$ cat src/rtl/uart_rx.sv
// uart_rx: 8N1 UART receiver with a two-flop input synchroniser, bit-centre
// sampling, a one-entry holding register with valid/ready handshake, and
// one-cycle framing-error and overrun pulses.
// Optional feature macro: UART_RX_PARITY_EN switches the frame to 8E1 and
// adds the parity_err output. Without the macro the frame is 8N1.

module uart_rx #(
  parameter int CLK_FREQ = 50_000_000,
  parameter int BAUD     = 115200
) (
  input  logic       clk,
  input  logic       reset,
  input  logic       rx,
  output logic [7:0] rx_data,
  output logic       rx_valid,
  input  logic       rx_ready,
  output logic       frame_err,
  output logic       overrun,
`ifdef UART_RX_PARITY_EN
  output logic       parity_err,
`endif
  output logic       busy
);

  localparam int CLKS_PER_BIT = CLK_FREQ / BAUD;
  localparam int HALF_BIT     = CLKS_PER_BIT / 2;
  localparam int CNT_W        = $clog2(CLKS_PER_BIT);

  localparam logic [CNT_W-1:0] CNT_HALF_LAST = CNT_W'(HALF_BIT - 1);
  localparam logic [CNT_W-1:0] CNT_BIT_LAST  = CNT_W'(CLKS_PER_BIT - 1);

  typedef enum logic [2:0] {
    S_IDLE,
    S_START,
    S_DATA,
`ifdef UART_RX_PARITY_EN
    S_PARITY,
`endif
    S_STOP,
    S_WAIT_HIGH
  } state_t;

  state_t           r_state;
  logic [CNT_W-1:0] r_cnt;
  logic [2:0]       r_bit_idx;
  logic [7:0]       r_shift;
  logic             r_rx_meta;
  logic             r_rx_s;
  logic             r_busy;
  logic             r_frame_err;
  logic [7:0]       r_rx_data;
  logic             r_rx_valid;
  logic             r_overrun;
`ifdef UART_RX_PARITY_EN
  logic             r_par_bit;
  logic             r_parity_err;
`endif

  logic w_half_done;
  logic w_bit_done;
  logic w_byte_done;
  logic w_handshake;

  assign w_half_done = (r_cnt == CNT_HALF_LAST);
  assign w_bit_done  = (r_cnt == CNT_BIT_LAST);
  // A byte completes on the stop-bit sample edge when the stop bit is high.
  assign w_byte_done = (r_state == S_STOP) && w_bit_done && r_rx_s;
  assign w_handshake = r_rx_valid && rx_ready;

  // Two-flop synchroniser; idles high so a reset does not look like a start bit.
  always_ff @(posedge clk) begin
    if (reset) begin
      r_rx_meta <= 1'b1;
      r_rx_s    <= 1'b1;
    end else begin
      // NOTE: non-blocking so each flop takes its input's pre-edge value;
      // blocking here would collapse the chain into a single stage.
      r_rx_meta <= rx;
      r_rx_s    <= r_rx_meta;
    end
  end

  // Receive FSM: start qualification, bit-centre sampling, stop check.
  always_ff @(posedge clk) begin
    if (reset) begin
      r_state     <= S_IDLE;
      r_cnt       <= '0;
      r_bit_idx   <= '0;
      r_shift     <= '0;
      r_busy      <= 1'b0;
      r_frame_err <= 1'b0;
`ifdef UART_RX_PARITY_EN
      r_par_bit    <= 1'b0;
      r_parity_err <= 1'b0;
`endif
    end else begin
      r_frame_err <= 1'b0;
`ifdef UART_RX_PARITY_EN
      r_parity_err <= 1'b0;
`endif
      case (r_state)
        S_IDLE: begin
          r_cnt <= '0;
          if (!r_rx_s) begin
            r_state <= S_START;
            r_busy  <= 1'b1;
          end
        end

        S_START: begin
          if (w_half_done) begin
            r_cnt <= '0;
            if (!r_rx_s) begin
              r_state   <= S_DATA;
              r_bit_idx <= '0;
            end else begin
              // Line went back high before mid-start: a glitch, not a frame.
              r_state <= S_IDLE;
              r_busy  <= 1'b0;
            end
          end else begin
            r_cnt <= r_cnt + 1'b1;
          end
        end

        S_DATA: begin
          if (w_bit_done) begin
            r_cnt   <= '0;
            r_shift <= {r_rx_s, r_shift[7:1]};
            if (r_bit_idx == 3'd7) begin
`ifdef UART_RX_PARITY_EN
              r_state <= S_PARITY;
`else
              r_state <= S_STOP;
`endif
            end else begin
              r_bit_idx <= r_bit_idx + 1'b1;
            end
          end else begin
            r_cnt <= r_cnt + 1'b1;
          end
        end

`ifdef UART_RX_PARITY_EN
        S_PARITY: begin
          if (w_bit_done) begin
            r_cnt     <= '0;
            r_par_bit <= r_rx_s;
            r_state   <= S_STOP;
          end else begin
            r_cnt <= r_cnt + 1'b1;
          end
        end
`endif

        S_STOP: begin
          if (w_bit_done) begin
            r_cnt <= '0;
            if (r_rx_s) begin
              r_state <= S_IDLE;
              r_busy  <= 1'b0;
`ifdef UART_RX_PARITY_EN
              r_parity_err <= ^{r_shift, r_par_bit};
`endif
            end else begin
              r_frame_err <= 1'b1;
              r_state     <= S_WAIT_HIGH;
            end
          end else begin
            r_cnt <= r_cnt + 1'b1;
          end
        end

        S_WAIT_HIGH: begin
          // Break or stuck-low line: hold off until it returns to idle.
          if (r_rx_s) begin
            r_state <= S_IDLE;
            r_busy  <= 1'b0;
          end
        end

        default: begin
          r_state <= S_IDLE;
          r_busy  <= 1'b0;
        end
      endcase
    end
  end

  // Holding register: load completed bytes, clear on handshake, flag overrun.
  always_ff @(posedge clk) begin
    if (reset) begin
      // NOTE: the holding register is reset because rx_data has a defined
      // reset value on the port; the shift register behind it need not be.
      r_rx_data  <= 8'h00;
      r_rx_valid <= 1'b0;
      r_overrun  <= 1'b0;
    end else begin
      r_overrun <= 1'b0;
      if (w_byte_done) begin
        if (!r_rx_valid || w_handshake) begin
          r_rx_data  <= r_shift;
          r_rx_valid <= 1'b1;
        end else begin
          r_overrun <= 1'b1;
        end
      end else if (w_handshake) begin
        r_rx_valid <= 1'b0;
      end
    end
  end

  assign rx_data   = r_rx_data;
  assign rx_valid  = r_rx_valid;
  assign frame_err = r_frame_err;
  assign overrun   = r_overrun;
  assign busy      = r_busy;
`ifdef UART_RX_PARITY_EN
  assign parity_err = r_parity_err;
`endif

endmodule

$ cat config.mk
export PLATFORM = sky130hd
export DESIGN_NAME = uart_rx
export DESIGN_NICKNAME = d
export VERILOG_FILES = /design/src/rtl/uart_rx.sv
export SDC_FILE = /design/constraint.sdc
export NUM_CORES = 1
export LEC_CHECK = 0
export CORE_UTILIZATION = 56
export DETAILED_ROUTE_END_ITERATION = 10
export GPL_TIMING_DRIVEN = 0
export PLACE_DENSITY = 0.87
export SYNTH_ARGS = -nofsm -noshare
export SYNTH_HDL_FRONTEND = slang
export SYNTH_SLANG_ARGS = --single-unit
$ cat constraint.sdc
create_clock -name clk -period 2.5 [get_ports clk]
set_input_delay 0.25 -clock clk [delete_from_list [all_inputs] [get_ports clk]]
set_output_delay 0.25 -clock clk [all_outputs]
set_load 0.01 [all_outputs]
==> run summary <==
====================================================================================
Routing usage on met2                                                          40.2%
Register clock-pin slew on the reported worst setup and hold paths           0.12 ns
Distinct cell type count of the synthesized netlist                               45
Post-Syn Nets                                                                    199
Die area                                                                  3300 sq um
Run status                                                              finished, violations left
Data arrival time of the critical path                                       2.35 ns
Logic pwr share                                                                 3.7%
Post-synthesis cell count                                                        190
Initial antenna violation count                                                    0
Total internal power                                                        0.716 mW
Horizontal extent of the die                                            57.4 microns
Area of the core                                                          2830 sq um
Net switching power of the design                                           0.226 mW
# hold bufs at CTS                                                                 0
Startpoint of the worst-slack reg-to-reg timing path                        r_cnt[0]
Critical path type                                                        reg -> reg
Average size of a mapped cell                                             9.05 sq um
Count of antenna diodes in the layout                                              0
Drt initial violations                                                            70
Cell with the most instances after synthesis                            sky130_fd_sc_hd__dfxtp_1
Clock root cell                                                         sky130_fd_sc_hd__clkbuf_4
Flop pwr share                                                                 63.0%
Endpoint required time on the critical path                                  2.75 ns
Number of levels the H-tree was split into                                         2
Routed len/inst                                                         14.2 microns
Reg-to-Reg End                                                              r_cnt[5]
Pwr Density                                                              480 nW/um^2
Share of flip-flops with an asynchronous set or reset after synthesis             0%
Synth warn                                                                         0
Max Clock Skew                                                             0.0145 ns
Met3 demand-to-capacity share in global routing                                8.39%
Design Area, Final                                                        1960 sq um
Number of hold violations in the final report                                      0
Headroom to the max-slew limit                                                 65.1%
Post-CTS sizing                                                                    0
Leading cell types by count after synthesis                             sky130_fd_sc_hd__dfxtp_1, sky130_fd_sc_hd__nor2_1, sky130_fd_sc_hd__mux2i_1, sky130_fd_sc_hd__nand2_1, sky130_fd_sc_hd__a21oi_1
Clock network fraction of design power                                         33.3%
Length of the first detailed-routing pass in iterations                            7
Largest fanout on the critical path                                                7
Top cell type by total area after synthesis                             sky130_fd_sc_hd__dfxtp_1
Worst min-delay path category                                             reg -> reg
Sum of internal, switching and leakage power                                0.942 mW
Sw Ratio                                                                       24.0%
Via count of the first global-routing pass                                     1,376
Count of buffers from port buffering                                              15
Layout Nets                                                                      221
Top cell type's share of synthesized area                                      43.1%
Worst skew pair latency                                                      0.36 ns
Residual DRC count                                                                 1
Leftover overflow at the end of global routing                                     0
Final cell count without fillers                                                 244
Total setup violations reported at the end of the flow                             0
Placed standard-cell area                                                 1910 sq um
Routed Antenna Nets                                                                0
Count of final max-slew check failures                                             0
Dominant register cell in the synthesized netlist                       sky130_fd_sc_hd__dfxtp_1
Sinks on Clock Net                                                                37
Crit path launch type                                                       register
Sequential element share of the synthesized area                               43.1%
Top Usage Layer GRT                                                             met2
Starting Density                                                               60.8%
CTS max path bufs                                                                  2
Upper clock frequency limit                                                  476 MHz
Maximum Capacitance Violations                                                     0
Slew of the pin with the lowest slew margin                                 0.524 ns
Largest cells by area after synthesis                                   sky130_fd_sc_hd__dfxtp_1, sky130_fd_sc_hd__mux2i_1, sky130_fd_sc_hd__nor2_1
Total wirelength of the detailed-routed design                          3460 microns
Post-route fraction of the period consumed by the critical path                84.0%
Global-route wire length before repair                                  5980 microns
Count of cells along the worst register-to-register path                           6
Largest net degree at the start of global routing                                 13
Hold Worst Slack                                                            0.429 ns
Post-synth design cell area                                               1720 sq um
Clock period minus worst slack                                               2.10 ns
Number of placed cells counting well taps                                        236
Number of ports placed on the die boundary                                        16
Y dimension of the die                                                  57.4 microns
LEAKAGE                                                                     0.634 nW
Placer congestion estimate                                                     0.872
Setup slack of the most critical reg-to-reg path                             0.40 ns
Total negative setup slack                                                      0 ns
Count of buffers added by post-CTS timing repair for setup                         0
CTS tree                                                                       built
Violated checks                                                                  DRC
Worst min-delay path startpoint                                            r_rx_meta
Floorplan row count                                                               19
Number of enable-type register cells in the synthesized netlist                    0
RSZ-0062 raised after global routing                                              no
Number of synthesized register bits                                               37
GR Util met1                                                                   28.1%
Vias after detailed routing                                                    1,472
Peak ir drop on the vdd network                                             0.427 mV
Worst hold stages                                                                  1
Hold worst-path end                                                           r_rx_s
Via density per instance                                                        6.03
Share of final-layout standard cells stronger than drive strength 1            10.8%
Half-perimeter wire length after placement                              2510 microns
Layout overhead on the synthesized area                                        14.3%
Tot GR Track Use                                                               23.8%
Setup crit end kind                                                         register
CTS buffer count                                                                   5
====================================================================================
-- cells by family after synthesis --
logic type	after synthesis	synth area share, %
and+or+nand+nor	86	27.9
DFF	37	43.1
AOI/OAI and AO/OA	26	10.3
buffers and inverters	19	5.31
muxes	16	9.32
adders and majority gates	5	3.64
xor gates and xnor gates	1	0.510
-- worst max-delay path, stage by stage (launching register included) --
cell and delay, ns:
sky130_fd_sc_hd__dfxtp_1 0.47, sky130_fd_sc_hd__ha_1 0.18, sky130_fd_sc_hd__and4b_2 0.27, sky130_fd_sc_hd__nand3_4 0.13, sky130_fd_sc_hd__a22oi_1 0.48, sky130_fd_sc_hd__nor3_1 0.11, sky130_fd_sc_hd__or3_1 0.35
-- power groups by stage --
stage / Sequential [mW] / Clock, mW / Combinational (mW)
6_report: 0.594 / 0.314 / 0.0345
5_1_grt: 0.594 / 0.351 / 0.0379
4_1_cts: 0.594 / 0.322 / 0.0346
3_5_place_dp: 0.607 / 0 / 0.0345
3_3_place_gp: 0.607 / 0 / 0.0330
2_1_floorplan: 0.607 / 0 / 0.0208
-- per-stage QoR --
step | utilization (%) | worst slack [ns]
after floorplan | - | 0.641
after global placement | 67.4 | 0.489
after detailed placement | 67.4 | 0.462
after CTS | 69.4 | 0.435
after global routing | 69.4 | 0.272
final | 69.4 | 0.400
-- registers in the layout, indices dropped and copies added (netlist names) --
signal     cells
busy           1
frame_err      1
overrun        1
r_bit_idx      3
r_cnt          9
r_rx_meta      1
r_rx_s         1
r_shift        8
r_state        3
rx_data        8
rx_valid       1
-- cell usage in the layout (no fill, tap or decap), drive strengths merged, types with 3 or more instances in the layout --
master | netlist | layout
a21oi | 9 | 9
buf | 7 | 7
clkbuf | 6 | 12
clkdlybuf4s50 | 0 | 15
dfxtp | 37 | 37
ha | 5 | 5
inv | 6 | 6
mux2i | 16 | 16
nand2 | 11 | 11
nand2b | 5 | 5
nand3 | 6 | 6
nand4 | 4 | 4
nor2 | 27 | 27
nor2b | 3 | 3
nor3 | 6 | 6
nor4 | 4 | 4
o21ai | 3 | 3
or3 | 5 | 5
or4 | 3 | 3
-- layer usage --
layer  vias to the layer above  share of wire [%]
met3                        12                7.3
met4                         0                1.7
met2                        49                 49
met1                       687                 42
li1                        724                  -
met5                         -                  0
-- area by class of cell --
type / count / area (sq um)
Clock inverter: 2 / 15.0
Inverter: 6 / 22.5
Fill cell: 220 / 865
Buffer: 13 / 68.8
Tap cell: 31 / 38.8
Multi-Input combinational cell: 134 / 887
Timing Repair Buffer: 15 / 150
Sequential cell: 37 / 741
Clock buffer: 6 / 41.3
-- worst max path at each step --
stage                         from    endpoint  slack, ns  cells past startpoint
after detailed placement  r_cnt[0]    r_cnt[5]       0.46                      6
after global routing      r_cnt[0]    r_cnt[5]       0.27                      6
after CTS                 r_cnt[0]    r_cnt[5]       0.44                      6
after global placement    r_cnt[0]    r_cnt[5]       0.49                      6
after floorplan           r_cnt[0]  r_state[0]       0.64                      7
final                     r_cnt[0]    r_cnt[5]       0.40                      6
No activity file was read; power rests on OpenSTA's default activity.
